==> src/rtl/fifo_pkg.sv <==
// Shared types, default thresholds and pointer-width helper for the
// parametrised FIFO and anything that consumes its status.
package fifo_pkg;

    localparam int DEF_AE_LEVEL  = 2;
    localparam int DEF_AF_MARGIN = 2;

    // Pointers carry one extra wrap bit above the index.
    function automatic int ptr_w(input int depth);
        return $clog2(depth) + 1;
    endfunction

    typedef struct packed {
        logic is_empty;
        logic is_full;
        logic almost_full;
        logic almost_empty;
        logic overflowed;
        logic underflowed;
    } fifo_status_t;

endpackage

==> src/rtl/fifo_mem.sv <==
// Simple dual-port storage: synchronous write, combinational indexed read.
module fifo_mem #(
    parameter int N_BIT = 8,
    parameter int DEPTH = 16,
    parameter int IDX_W = 4
) (
    input  logic             clk,
    input  logic             wr_en,
    input  logic [IDX_W-1:0] wr_idx,
    input  logic [N_BIT-1:0] wr_data,
    input  logic [IDX_W-1:0] rd_idx,
    output logic [N_BIT-1:0] rd_data
);

    logic [N_BIT-1:0] mem [DEPTH];

    always_ff @(posedge clk) begin
        if (wr_en) begin
            mem[wr_idx] <= wr_data;
        end
    end

    assign rd_data = mem[rd_idx];

endmodule

==> src/rtl/param_fifo.sv <==
// Parametrised synchronous FIFO with occupancy count, threshold flags,
// sticky overflow/underflow and selectable registered or FWFT output.
module param_fifo
    import fifo_pkg::*;
#(
    parameter int N_BIT    = 8,
    parameter int DEPTH    = 16,
    parameter int AF_LEVEL = DEPTH - DEF_AF_MARGIN,
    parameter int AE_LEVEL = DEF_AE_LEVEL,
    parameter int FWFT     = 0
) (
    input  logic                   clk,
    input  logic                   reset_n,
    input  logic                   en,
    input  logic [N_BIT-1:0]       data_in,
    input  logic                   read_val,
    input  logic                   clr_flags,
    output logic [N_BIT-1:0]       data_out,
    output logic                   valid_out,
    output logic                   is_empty,
    output logic                   is_full,
    output logic                   almost_full,
    output logic                   almost_empty,
    output logic [$clog2(DEPTH):0] count,
    output logic                   overflowed,
    output logic                   underflowed
);

    localparam int PW = ptr_w(DEPTH);
    localparam int IW = PW - 1;

    localparam logic [PW-1:0] DEPTH_C = PW'(DEPTH);
    localparam logic [PW-1:0] AF_C    = PW'(AF_LEVEL);
    localparam logic [PW-1:0] AE_C    = PW'(AE_LEVEL);

    if (DEPTH < 4 || (DEPTH & (DEPTH - 1)) != 0) begin : g_bad_depth
        $error("param_fifo: DEPTH must be a power of two and at least 4");
    end
    if (!(AE_LEVEL < AF_LEVEL && AF_LEVEL <= DEPTH)) begin : g_bad_levels
        $error("param_fifo: thresholds must satisfy AE_LEVEL < AF_LEVEL <= DEPTH");
    end

    logic [PW-1:0]    wr_ptr;
    logic [PW-1:0]    rd_ptr;
    logic             rd_ok;
    logic             wr_ok;
    logic [N_BIT-1:0] rd_data;

    assign is_empty     = (count == '0);
    assign is_full      = (count == DEPTH_C);
    assign almost_full  = (count >= AF_C);
    assign almost_empty = (count <= AE_C);

    // A pop frees a slot in the same cycle, so a full FIFO may still accept.
    assign rd_ok = read_val & ~is_empty;
    assign wr_ok = en & (~is_full | rd_ok);

    fifo_mem #(
        .N_BIT (N_BIT),
        .DEPTH (DEPTH),
        .IDX_W (IW)
    ) u_mem (
        .clk     (clk),
        .wr_en   (wr_ok),
        .wr_idx  (wr_ptr[IW-1:0]),
        .wr_data (data_in),
        .rd_idx  (rd_ptr[IW-1:0]),
        .rd_data (rd_data)
    );

    always_ff @(posedge clk or negedge reset_n) begin
        if (!reset_n) begin
            wr_ptr <= '0;
            rd_ptr <= '0;
            count  <= '0;
        end else begin
            if (wr_ok) begin
                wr_ptr <= wr_ptr + PW'(1);
            end
            if (rd_ok) begin
                rd_ptr <= rd_ptr + PW'(1);
            end
            case ({wr_ok, rd_ok})
                2'b10:   count <= count + PW'(1);
                2'b01:   count <= count - PW'(1);
                default: count <= count;
            endcase
        end
    end

    // Set events take priority over a coincident clear.
    always_ff @(posedge clk or negedge reset_n) begin
        if (!reset_n) begin
            overflowed  <= 1'b0;
            underflowed <= 1'b0;
        end else begin
            if (en & ~wr_ok) begin
                overflowed <= 1'b1;
            end else if (clr_flags) begin
                overflowed <= 1'b0;
            end
            if (read_val & is_empty) begin
                underflowed <= 1'b1;
            end else if (clr_flags) begin
                underflowed <= 1'b0;
            end
        end
    end

    if (FWFT == 0) begin : g_registered
        always_ff @(posedge clk or negedge reset_n) begin
            if (!reset_n) begin
                data_out  <= '0;
                valid_out <= 1'b0;
            end else begin
                valid_out <= rd_ok;
                if (rd_ok) begin
                    data_out <= rd_data;
                end
            end
        end
    end else begin : g_fwft
        // Masked while empty so stale, unreset memory never reaches the port.
        assign data_out  = is_empty ? '0 : rd_data;
        assign valid_out = ~is_empty;
    end

endmodule

==> config.mk <==
export PLATFORM = sky130hd
export DESIGN_NAME = param_fifo
export DESIGN_NICKNAME = d
export VERILOG_FILES = /design/src/rtl/fifo_pkg.sv /design/src/rtl/fifo_mem.sv /design/src/rtl/param_fifo.sv
export SDC_FILE = /design/constraint.sdc
export NUM_CORES = 1
export LEC_CHECK = 0
export CELL_PAD_IN_SITES_DETAIL_PLACEMENT = 1
export CELL_PAD_IN_SITES_GLOBAL_PLACEMENT = 1
export CORE_MARGIN = 2
export CORE_UTILIZATION = 52
export DETAILED_ROUTE_END_ITERATION = 10
export HOLD_SLACK_MARGIN = 0.05
export PLACE_DENSITY_LB_ADDON = 0.1
export SLEW_MARGIN = 20
export SYNTH_ARGS = -nofsm -noshare
export SYNTH_HDL_FRONTEND = slang
export SYNTH_SLANG_ARGS = --single-unit
==> constraint.sdc <==
create_clock -name clk -period 3 [get_ports clk]
set_input_delay 0.6 -clock clk [delete_from_list [all_inputs] [get_ports clk]]
set_output_delay 0.6 -clock clk [all_outputs]
set_load 0.05 [all_outputs]
==> run_results.csv <==
group,metric,value,unit
status,status,"completed",
global_route,grt_max_degree,27,
timing,hold_violations,0,
cts,h-tree-depth,4,
cts,clock_sinks,152,
critical_path,crit_path_start_kind,"register",
synth,syn_nets,348,
drt,vias,3240,
cts,cts_tree,"done",
drt,routed_wl,13200,µm
synth,async_flop_share,15.8,%
global_route,antenna_found_initial,0,
synth,ys.flop_type,"edfxtp_1",
drt,dr.pass1.iters,4,
placed_design,place.gp.congestion,0.807,
cts,cts_hold_repair.buffers,0,
cts,root_buffer,"clkbuf_16",
drt,detail_route.vias_per_cell,5.92,
layout,seqCellArea,4440,µm²
flow_run,maxCapViolCount,0,
synth,synth_common_cells,"edfxtp_1, mux4_2, dfrtp_1, nand2_1, mux2i_1",
floorplan,dieWidth,113,µm
synth,synthCells,326,
synth,syn_area,6160,µm²
floorplan,start_util,53.7,%
critical_path,end_kind,"output pin",
layout,fillCellCount,975,
layout,nets,413,
drt,drtIter0Drc,187,
synth,yosys_warnings,0,
global_route,grt_pass1_wl,20900,µm
timing,worstMarginPinSlew,0.674,ns
global_route,grt.overflow.total,0,
critical_path,path_class,"register to output pin",
timing,setup_violations,0,
floorplan,core.rowCount,39,
synth,ys_ff_latch,152,
cts,cts_setup_buffers,0,
floorplan,design.core.area,11500,µm²
power_and_ir_drop,power_density,1030,nW/µm²
timing,fin_tns_setup,0,ns
global_route,grt_usage,23.0,%
hold_path,min-delay-path-class,"register to register",
cts,clock_path_buffers,2,
drt,drc,0,
layout,final_util,65.3,%
synth,synth_edf_count,128,
critical_path,cp_data_arrival_time,2.23,ns
timing,fin_ws,0.173,ns
layout,antenna_cells,0,
floorplan,ioPinCount,33,
layout,multi_input_area,1610,µm²
placed_design,hpwl,8680,µm
critical_path,cpPeakStageDelay,0.81,ns
timing,fmax,354,MHz
timing,fin_crit,2.83,ns
drt,avgRoutedWirePerCell,24.1,µm
cts,clkTransAtPathRegs,0.06,ns
critical_path,cp_max_fo,7,
synth,synth.avg_cell_area,18.9,µm²
drt,ant_nets,0,
global_route,grt_pass1_vias,3608,
layout,synthToLayoutAreaGrowth,21.6,%
floorplan,die_h,113,µm
timing,skew,0.00646,ns
floorplan,die_area,12700,µm²
critical_path,cp_top_family,"buffers and inverters",
layout,drive_above_1_share,24.3,%
cts,insertion_delay,0.41,ns
critical_path,slowest_stage,"clkdlybuf4s50_1",
power_and_ir_drop,ir_drop,0.717,mV
critical_path,cp_cell_sequence,"or3_4 -> a21oi_1 -> clkdlybuf4s50_1",
power_and_ir_drop,leakage,2.66,nW
synth,yosys.cell_types.count,39,
synth,synth.most_common_cell,"edfxtp_1",
placed_design,place_ws,0.158,ns
timing,finalCritPeriodShare,94.2,%
timing,slew_headroom,55.1,%
placed_design,port_buffers,32,
timing,rsz0062_at_grt,"no",
synth,synth_top_area_share,62.4,%
cts,cts_buffers,17,
synth,synth.area.top_cells,"edfxtp_1, mux4_2, dfrtp_1, mux2i_1, ha_1",
timing,drv_slew,0,
synth,ys_seq_area_share,72.2,%
synth,synth_largest_area_cell,"edfxtp_1",
critical_path,required,2.40,ns
critical_path,cp.buffers_inverters,1,
[per-layer routing]
layer / track usage (%) / share of wire [%] / vias to the layer above
li1: - / - / 1435
met1: 31.0 / 42 / 1695
met2: 37.6 / 51 / 104
met3: 4.23 / 6.2 / 6
met4: 9.27 / 0.73 / 0
met5: 0 / 0 / -
[report_power, final]
| group | switching (mW) | leakage (nW) | internal [mW] |
|---|---|---|---|
| clock network | 0.793 | 0.315 | 1.56 |
| logic | 1.44 | 0.896 | 1.08 |
| registers | 0.259 | 1.45 | 2.62 |
[logic make-up (layout without fill, tap and decap cells)]
group / count (synthesis) / count (layout) / synth area share [%]
compound gates: 25 / 25 / 3.45
xor+xnor: 9 / 9 / 1.28
fa+ha+maj: 9 / 9 / 1.95
buf+inv: 28 / 106 / 1.89
flops: 152 / 152 / 72.2
mux: 51 / 51 / 15.0
simple gates: 52 / 52 / 4.21
[metrics by stage]
stage	total power, mW	instances	cell area, µm²	hold slack [ns]
floorplan	4.58	326	6160	0.304
CTS	7.83	547	7490	0.514
global route	8.10	547	7490	0.553
global placement	5.36	515	6830	0.471
finish	7.75	547	7490	0.502
detailed placement	5.45	515	6830	0.493
[worst reg2reg max path, cell delays in order (launching register included)]
cell      delay (ns)
dfrtp_1         0.45
or3_4           0.42
o31ai_4         0.21
inv_2           0.13
nand2_1         0.12
inv_1           0.08
ha_1            0.32
o21ai_0         0.27
a211oi_1        0.11
a41o_2          0.24
a221o_1         0.28
[area by class of cell]
class,count,area share [%]
Sequential cell,152,59.3
Multi-Input combinational cell,146,21.5
Timing Repair Buffer,60,7.27
Clock buffer,19,5.78
Clock inverter,13,3.02
Tap cell,143,2.39
Inverter,14,0.702
[path summary, 6_finish.rpt]
check	slack, ns	start	endpoint	cells past startpoint
worst min-delay path	0.50	data_out[2]	data_out[2]	2
worst min register to register	0.50	data_out[2]	data_out[2]	2
worst max-delay path	0.17	count[3]	almost_empty	3
max in group asynchronous	2.18	reset_n	wr_ptr[0]	2
worst max register to register	0.24	count[3]	count[4]	10
min in group asynchronous	0.56	reset_n	count[1]	2
[cells in the final DEF, fill, tap and decap left out, types with 3 or more instances in the layout]
cell / count
edfxtp_1: 128
mux4_2: 32
clkdlybuf4s50_1: 30
buf_4: 27
dfrtp_1: 24
nand2_1: 18
clkbuf_16: 17
mux2i_1: 16
inv_1: 13
nor2_1: 9
xnor2_1: 9
ha_1: 8
o221ai_1: 7
bufinv_16: 6
nor3_1: 5
and3_1: 4
o21ai_0: 4
nand2b_1: 3
nor4_1: 3
a21oi_1: 3
[sequential cells by signal, summed over array words and instances (netlist names)]
signal       cells
count            5
valid_out        1
u_mem.mem      128
wr_ptr           4
overflowed       1
rd_ptr           4
underflowed      1
data_out         8
[repair_timing]
action | CTS | global route
setup endpoints to repair | 1 | 1
resized for setup | 1 | 1
hold endpoints to repair | 0 | 0
No activity file was read; power rests on OpenSTA's default activity.
